[src/rtl/rx_conn_filter.sv]
// Ingress connection filter: looks up beat 0 of each packet as a key, forwards hits tagged with the connection ID,
// drops misses and timed-out lookups. Build with RX_CONN_FILTER_MISS_PASS_EN to forward misses with tuser=all-ones.
module rx_conn_filter #(
    parameter int CNT_W          = 32,
    parameter int TIMEOUT_CYCLES = 1024,
    parameter int STALE_W        = 4
) (
    input  logic             clk,
    input  logic             rst,
    input  logic             s_axis_tvalid,
    output logic             s_axis_tready,
    input  logic [63:0]      s_axis_tdata,
    input  logic [7:0]       s_axis_tstrb,
    input  logic             s_axis_tlast,
    output logic             lkp_req_valid,
    input  logic             lkp_req_ready,
    output logic [63:0]      lkp_req_key,
    input  logic             lkp_resp_valid,
    output logic             lkp_resp_ready,
    input  logic             lkp_resp_hit,
    input  logic [31:0]      lkp_resp_id,
    output logic             m_axis_tvalid,
    input  logic             m_axis_tready,
    output logic [63:0]      m_axis_tdata,
    output logic [7:0]       m_axis_tstrb,
    output logic             m_axis_tlast,
    output logic [31:0]      m_axis_tuser,
    output logic [CNT_W-1:0] drop_count,
    output logic             busy
);
    typedef enum logic [2:0] {S_IDLE, S_REQ, S_WAIT, S_FWD_HDR, S_FWD, S_DROP} state_t;

    localparam int                 TMO_W     = (TIMEOUT_CYCLES > 1) ? $clog2(TIMEOUT_CYCLES) : 1;
    localparam logic [TMO_W-1:0]   TMO_LAST  = (TIMEOUT_CYCLES > 0) ? TMO_W'(TIMEOUT_CYCLES - 1) : '0;
    localparam logic [STALE_W-1:0] STALE_MAX = '1;
`ifdef RX_CONN_FILTER_MISS_PASS_EN
    localparam logic [31:0]        MISS_ID   = 32'hFFFF_FFFF;
`endif

    state_t             state_q, state_d;
    logic [63:0]        hdr_data_q, hdr_data_d;
    logic [7:0]         hdr_strb_q, hdr_strb_d;
    logic               hdr_last_q, hdr_last_d;
    logic [31:0]        id_q, id_d;
    logic [TMO_W-1:0]   tmo_q, tmo_d;
    logic [STALE_W-1:0] stale_q, stale_d;
    logic [CNT_W-1:0]   drop_q, drop_d;

    logic   in_hs, resp_hs, stale_resp, live_resp, tmo_fire, lookup_fail;
    state_t miss_next;

    assign in_hs      = s_axis_tvalid && s_axis_tready;
    assign resp_hs    = lkp_resp_valid && lkp_resp_ready;
    assign stale_resp = resp_hs && (stale_q != '0);
    assign live_resp  = resp_hs && (stale_q == '0) && (state_q == S_WAIT);
    // A response of any kind in the same cycle suppresses the timeout.
    assign tmo_fire   = (TIMEOUT_CYCLES != 0) && (state_q == S_WAIT) && !lkp_resp_valid &&
                        (tmo_q == TMO_LAST) && (stale_q != STALE_MAX);
    assign lookup_fail = (live_resp && !lkp_resp_hit) || tmo_fire;

`ifdef RX_CONN_FILTER_MISS_PASS_EN
    assign miss_next = S_FWD_HDR;
`else
    assign miss_next = hdr_last_q ? S_IDLE : S_DROP;
`endif

    always_ff @(posedge clk or posedge rst) begin
        if (rst) state_q <= S_IDLE;
        else     state_q <= state_d;
    end

    always_comb begin
        state_d = state_q;
        case (state_q)
            S_IDLE:    if (in_hs) state_d = S_REQ;
            S_REQ:     if (lkp_req_ready) state_d = S_WAIT;
            S_WAIT: begin
                if (live_resp && lkp_resp_hit) state_d = S_FWD_HDR;
                else if (lookup_fail)          state_d = miss_next;
            end
            S_FWD_HDR: if (m_axis_tready) state_d = hdr_last_q ? S_IDLE : S_FWD;
            S_FWD:     if (in_hs && s_axis_tlast) state_d = S_IDLE;
            S_DROP:    if (in_hs && s_axis_tlast) state_d = S_IDLE;
            default:   state_d = S_IDLE;
        endcase
    end

    always_comb begin
        s_axis_tready  = 1'b0;
        lkp_req_valid  = 1'b0;
        lkp_resp_ready = (state_q == S_WAIT) || (stale_q != '0);
        m_axis_tvalid  = 1'b0;
        m_axis_tdata   = hdr_data_q;
        m_axis_tstrb   = hdr_strb_q;
        m_axis_tlast   = hdr_last_q;
        case (state_q)
            S_IDLE:    s_axis_tready = 1'b1;
            S_REQ:     lkp_req_valid = 1'b1;
            S_FWD_HDR: m_axis_tvalid = 1'b1;
            S_FWD: begin
                m_axis_tvalid = s_axis_tvalid;
                s_axis_tready = m_axis_tready;
                m_axis_tdata  = s_axis_tdata;
                m_axis_tstrb  = s_axis_tstrb;
                m_axis_tlast  = s_axis_tlast;
            end
            S_DROP:    s_axis_tready = 1'b1;
            default:   ;
        endcase
    end

    assign lkp_req_key  = hdr_data_q;
    assign m_axis_tuser = id_q;
    assign drop_count   = drop_q;
    assign busy         = (state_q != S_IDLE);

    always_comb begin
        hdr_data_d = hdr_data_q;
        hdr_strb_d = hdr_strb_q;
        hdr_last_d = hdr_last_q;
        id_d       = id_q;
        tmo_d      = tmo_q;
        stale_d    = stale_q;
        drop_d     = drop_q;
        if (state_q == S_IDLE && in_hs) begin
            hdr_data_d = s_axis_tdata;
            hdr_strb_d = s_axis_tstrb;
            hdr_last_d = s_axis_tlast;
        end
        if (live_resp && lkp_resp_hit) id_d = lkp_resp_id;
`ifdef RX_CONN_FILTER_MISS_PASS_EN
        if (lookup_fail) id_d = MISS_ID;
`endif
        // Counter parks at its terminal value so a saturated stale count defers the timeout.
        if (state_q == S_REQ && lkp_req_ready) tmo_d = '0;
        else if (state_q == S_WAIT && tmo_q != TMO_LAST) tmo_d = tmo_q + 1'b1;
        if (stale_resp)    stale_d = stale_q - 1'b1;
        else if (tmo_fire) stale_d = stale_q + 1'b1;
        if (lookup_fail) drop_d = drop_q + 1'b1;
    end

    always_ff @(posedge clk or posedge rst) begin
        if (rst) begin
            hdr_data_q <= '0;
            hdr_strb_q <= '0;
            hdr_last_q <= 1'b0;
            id_q       <= '0;
            tmo_q      <= '0;
            stale_q    <= '0;
            drop_q     <= '0;
        end else begin
            hdr_data_q <= hdr_data_d;
            hdr_strb_q <= hdr_strb_d;
            hdr_last_q <= hdr_last_d;
            id_q       <= id_d;
            tmo_q      <= tmo_d;
            stale_q    <= stale_d;
            drop_q     <= drop_d;
        end
    end
endmodule

[config.mk]
export PLATFORM = sky130hd
export DESIGN_NAME = rx_conn_filter
export DESIGN_NICKNAME = d
export VERILOG_FILES = /design/src/rtl/rx_conn_filter.sv
export SDC_FILE = /design/constraint.sdc
export NUM_CORES = 1
export LEC_CHECK = 0
export CORE_ASPECT_RATIO = 1.4
export CORE_MARGIN = 3
export CORE_UTILIZATION = 40
export DETAILED_ROUTE_END_ITERATION = 10
export HOLD_SLACK_MARGIN = 0.08
export PLACE_DENSITY = 0.76
export SYNTH_ARGS = -nofsm -noshare
export SYNTH_HDL_FRONTEND = slang
export SYNTH_SLANG_ARGS = --single-unit
[constraint.sdc]
create_clock -name clk -period 12.3 [get_ports clk]
set_clock_uncertainty 0.15 [all_clocks]
set_input_delay 1.845 -clock clk [delete_from_list [all_inputs] [get_ports clk]]
set_output_delay 1.845 -clock clk [all_outputs]
set_load 0.02 [all_outputs]
==> flow_summary.ini <==
[synthesis]
synth_area_leader_cell = dfrtp_1
synth_commonest_cells = mux2_2 (173), dfrtp_1 (154), xnor2_1 (28)
async_reset_ff_share_pct = 100.0
synth_flop_cell = dfrtp_1
syn_nets = 656
ys_ff_latch = 154
synth.area.top_cells = dfrtp_1 (52%), mux2_2 (26%), xnor2_1 (3.3%)
yosys.area_share.simple_pct = 8.516
synth_most_common_cell = mux2_2
avgSynthCellArea_um2 = 13.66
seq_area_frac_synth_pct = 52.35
synth_compound_area_share_pct = 2.720
synthDistinctLibCells = 48
synth_edf_count = 0
ys_warn_count = 0
muxShareOfSynthArea_pct = 27.81
synth_area_um2 = 7361
postSynthCellCount = 539
synth_xor_area_share_pct = 4.997
synth_top_family_by_area = multiplexers
synthAdderAreaFrac_pct = 0.9519
synth_top_area_share_pct = 52.35

[timing]
rsz0062_at_grt = no
min_period_ns = 5.332
setup_viol = 0
fmax_ghz = 0.1875
post-route-period-util_pct = 43.35
tightestPinTransition_ns = 1.007
tns_ns = 0
finalHoldViolations = 0
relSlewSlack_pct = 32.85
maxSlewViolCount = 0

[route]
drc_errors = 0
first_pass_iters = 4
vias = 5570
routed_wl_mm = 20.76
drt_iter0_drc = 194
avgRoutedWirePerCell_um = 18.74
antenna_left = 0
routed_via_density = 5.027

[outcome]
outcome = finished clean

[floorplanning]
initial_core_util_pct = 40.90
core_area_um2 = 18000
die-width_um = 120.7
ioPinCount = 318
rows = 58
die_y_um = 166.5
dieArea_um2 = 20090

[worst_setup_path]
cp-start-kind = input pin
critPathCaptureType = primary output
critPathRequiredTime_ns = 10.30
crit_path_max_fanout = 3
path_class = in -> out
arrival_ns = 3.34

[finish]
final_util_pct = 62.85
layout.nets = 972
insertedDiodeCount = 0
layout-drive-gt1-share_pct = 26.27
nFillCells = 1488
synthToLayoutAreaGrowth_pct = 53.68

[place]
io_buffer_count = 317
dp_hpwl_mm = 15.68
gp_congestion = 0.8114

[cts]
clk_pin_slew_ns = 0.06
cts_tree = yes
cts.sink_count = 154
htree_levels = 4
cts_buffers = 17
clk-insertion-delay-late_ns = 0.41
post_cts_buffers = 0
cts_resized = 0
clockBufferDepth = 2
cts-root-buf = clkbuf_16
ctsHoldBuffers = 0

[flow_run]
cap_violations = 0

[grt]
grt_max_degree = 81
grt_pass1_wl_mm = 32.77
grt_usage_pct = 20.52
grt_overflow = 0
grt_pass1_vias = 6231
antenna_found_initial = 1

[pwr]
p_per_area_nw_per_um2 = 257.9
leakagePower_nw = 4.748
irDropWorstVdd_v = 0.0001638

[hold_path]
hold_class = reg -> reg
area by class of cell:
type	instances	area [µm²]	share of cell area, %
sequential	154	3854	34.07
multi-input combinational	354	3322	29.37
timing repair buffer	321	3203	28.32
clock buffer	18	439.2	3.882
tap	240	300.3	2.655
clock inverter	14	162.7	1.438
inverter	7	31.28	0.2765
critical path, cell delays in order:
cell and delay (ns):
clkdlybuf4s50_1 0.61, mux2_2 0.20, clkdlybuf4s50_1 0.68
flip-flops by register name (all words and copies together) (netlist names):
| register | count |
|---|---|
| lkp_req_key | 64 |
| drop_count | 32 |
| m_axis_tuser | 32 |
| tmo_q | 10 |
| hdr_strb_q | 8 |
| stale_q | 4 |
| state_q | 3 |
| hdr_last_q | 1 |
routing by layer:
layer	vias up	track usage [%]	wire (µm)
met4	2	7.988	568
met2	226	36.92	10930
li1	2558	-	-
met3	35	7.065	1640
met1	2749	21.83	7602
met5	-	0	17
stage by stage:
stage | hold WS (ns) | total power (W) | worst slack [ns] | area, µm² | std cells
after floorplan | 0.3266 | 0.001650 | 6.155 | 7361 | 539
after global placement | 0.3184 | 0.002367 | 6.998 | 10710 | 1076
after detailed placement | 0.3359 | 0.002407 | 6.961 | 10710 | 1076
after CTS | 0.3330 | 0.002954 | 6.953 | 11310 | 1108
after global routing | 0.3597 | 0.003061 | 6.923 | 11310 | 1108
final | 0.3295 | 0.002917 | 6.968 | 11310 | 1108
logic make-up (layout without fill, tap and decap cells):
kind of cell	count (synthesis)	after routing
muxes	182	182
DFF	154	154
and+or+nand+nor	99	99
xor gates and xnor gates	42	42
buffers and inverters	31	360
AOI/OAI and AO/OA	26	26
adders and majority gates	5	5
final timing paths:
| check | to | cells past startpoint | slack [ns] | from |
|---|---|---|---|---|
| max | m_axis_tlast | 3 | 6.97 | s_axis_tlast |
| min | drop_count[31] | 1 | 0.33 | drop_count[31] |
| max reg2reg | lkp_req_key[10] | 4 | 9.72 | state_q[1] |
| min reg2reg | drop_count[31] | 1 | 0.33 | drop_count[31] |
| max in group asynchronous | lkp_req_key[45] | 3 | 8.72 | rst |
| min in group asynchronous | lkp_req_key[35] | 2 | 1.76 | rst |
report_power, final:
part           total (W)  internal (W)  leakage (nW)  switching, W
Combinational    0.00156      0.000823          2.49      0.000737
Clock           0.000529      0.000309         0.287      0.000220
Sequential      0.000829      0.000687          1.97      0.000142
Total            0.00292       0.00182          4.75       0.00110
cell usage in the layout (no fill, tap or decap), types with 2 or more instances in the layout:
cell and n:
a21o_1 2, a21oi_1 5, and2_1 4, and3_1 8, and4_1 3, buf_4 4, bufinv_16 2, clkbuf_16 17
clkdlybuf4s50_1 317, clkinv_4 4, clkinvlp_4 3, dfrtp_1 154, ha_1 4, inv_1 6, inv_6 3, inv_8 2
mux2_1 7, mux2_2 173, mux2i_1 2, nand2_1 21, nand3_1 16, nand4_1 6, nor2_1 16, nor2b_1 3
nor3_2 5, nor3b_1 2, nor4_4 2, o21ai_0 7, or3_1 3, xnor2_1 28, xor2_1 14
Power figures use the tool's default switching activity.
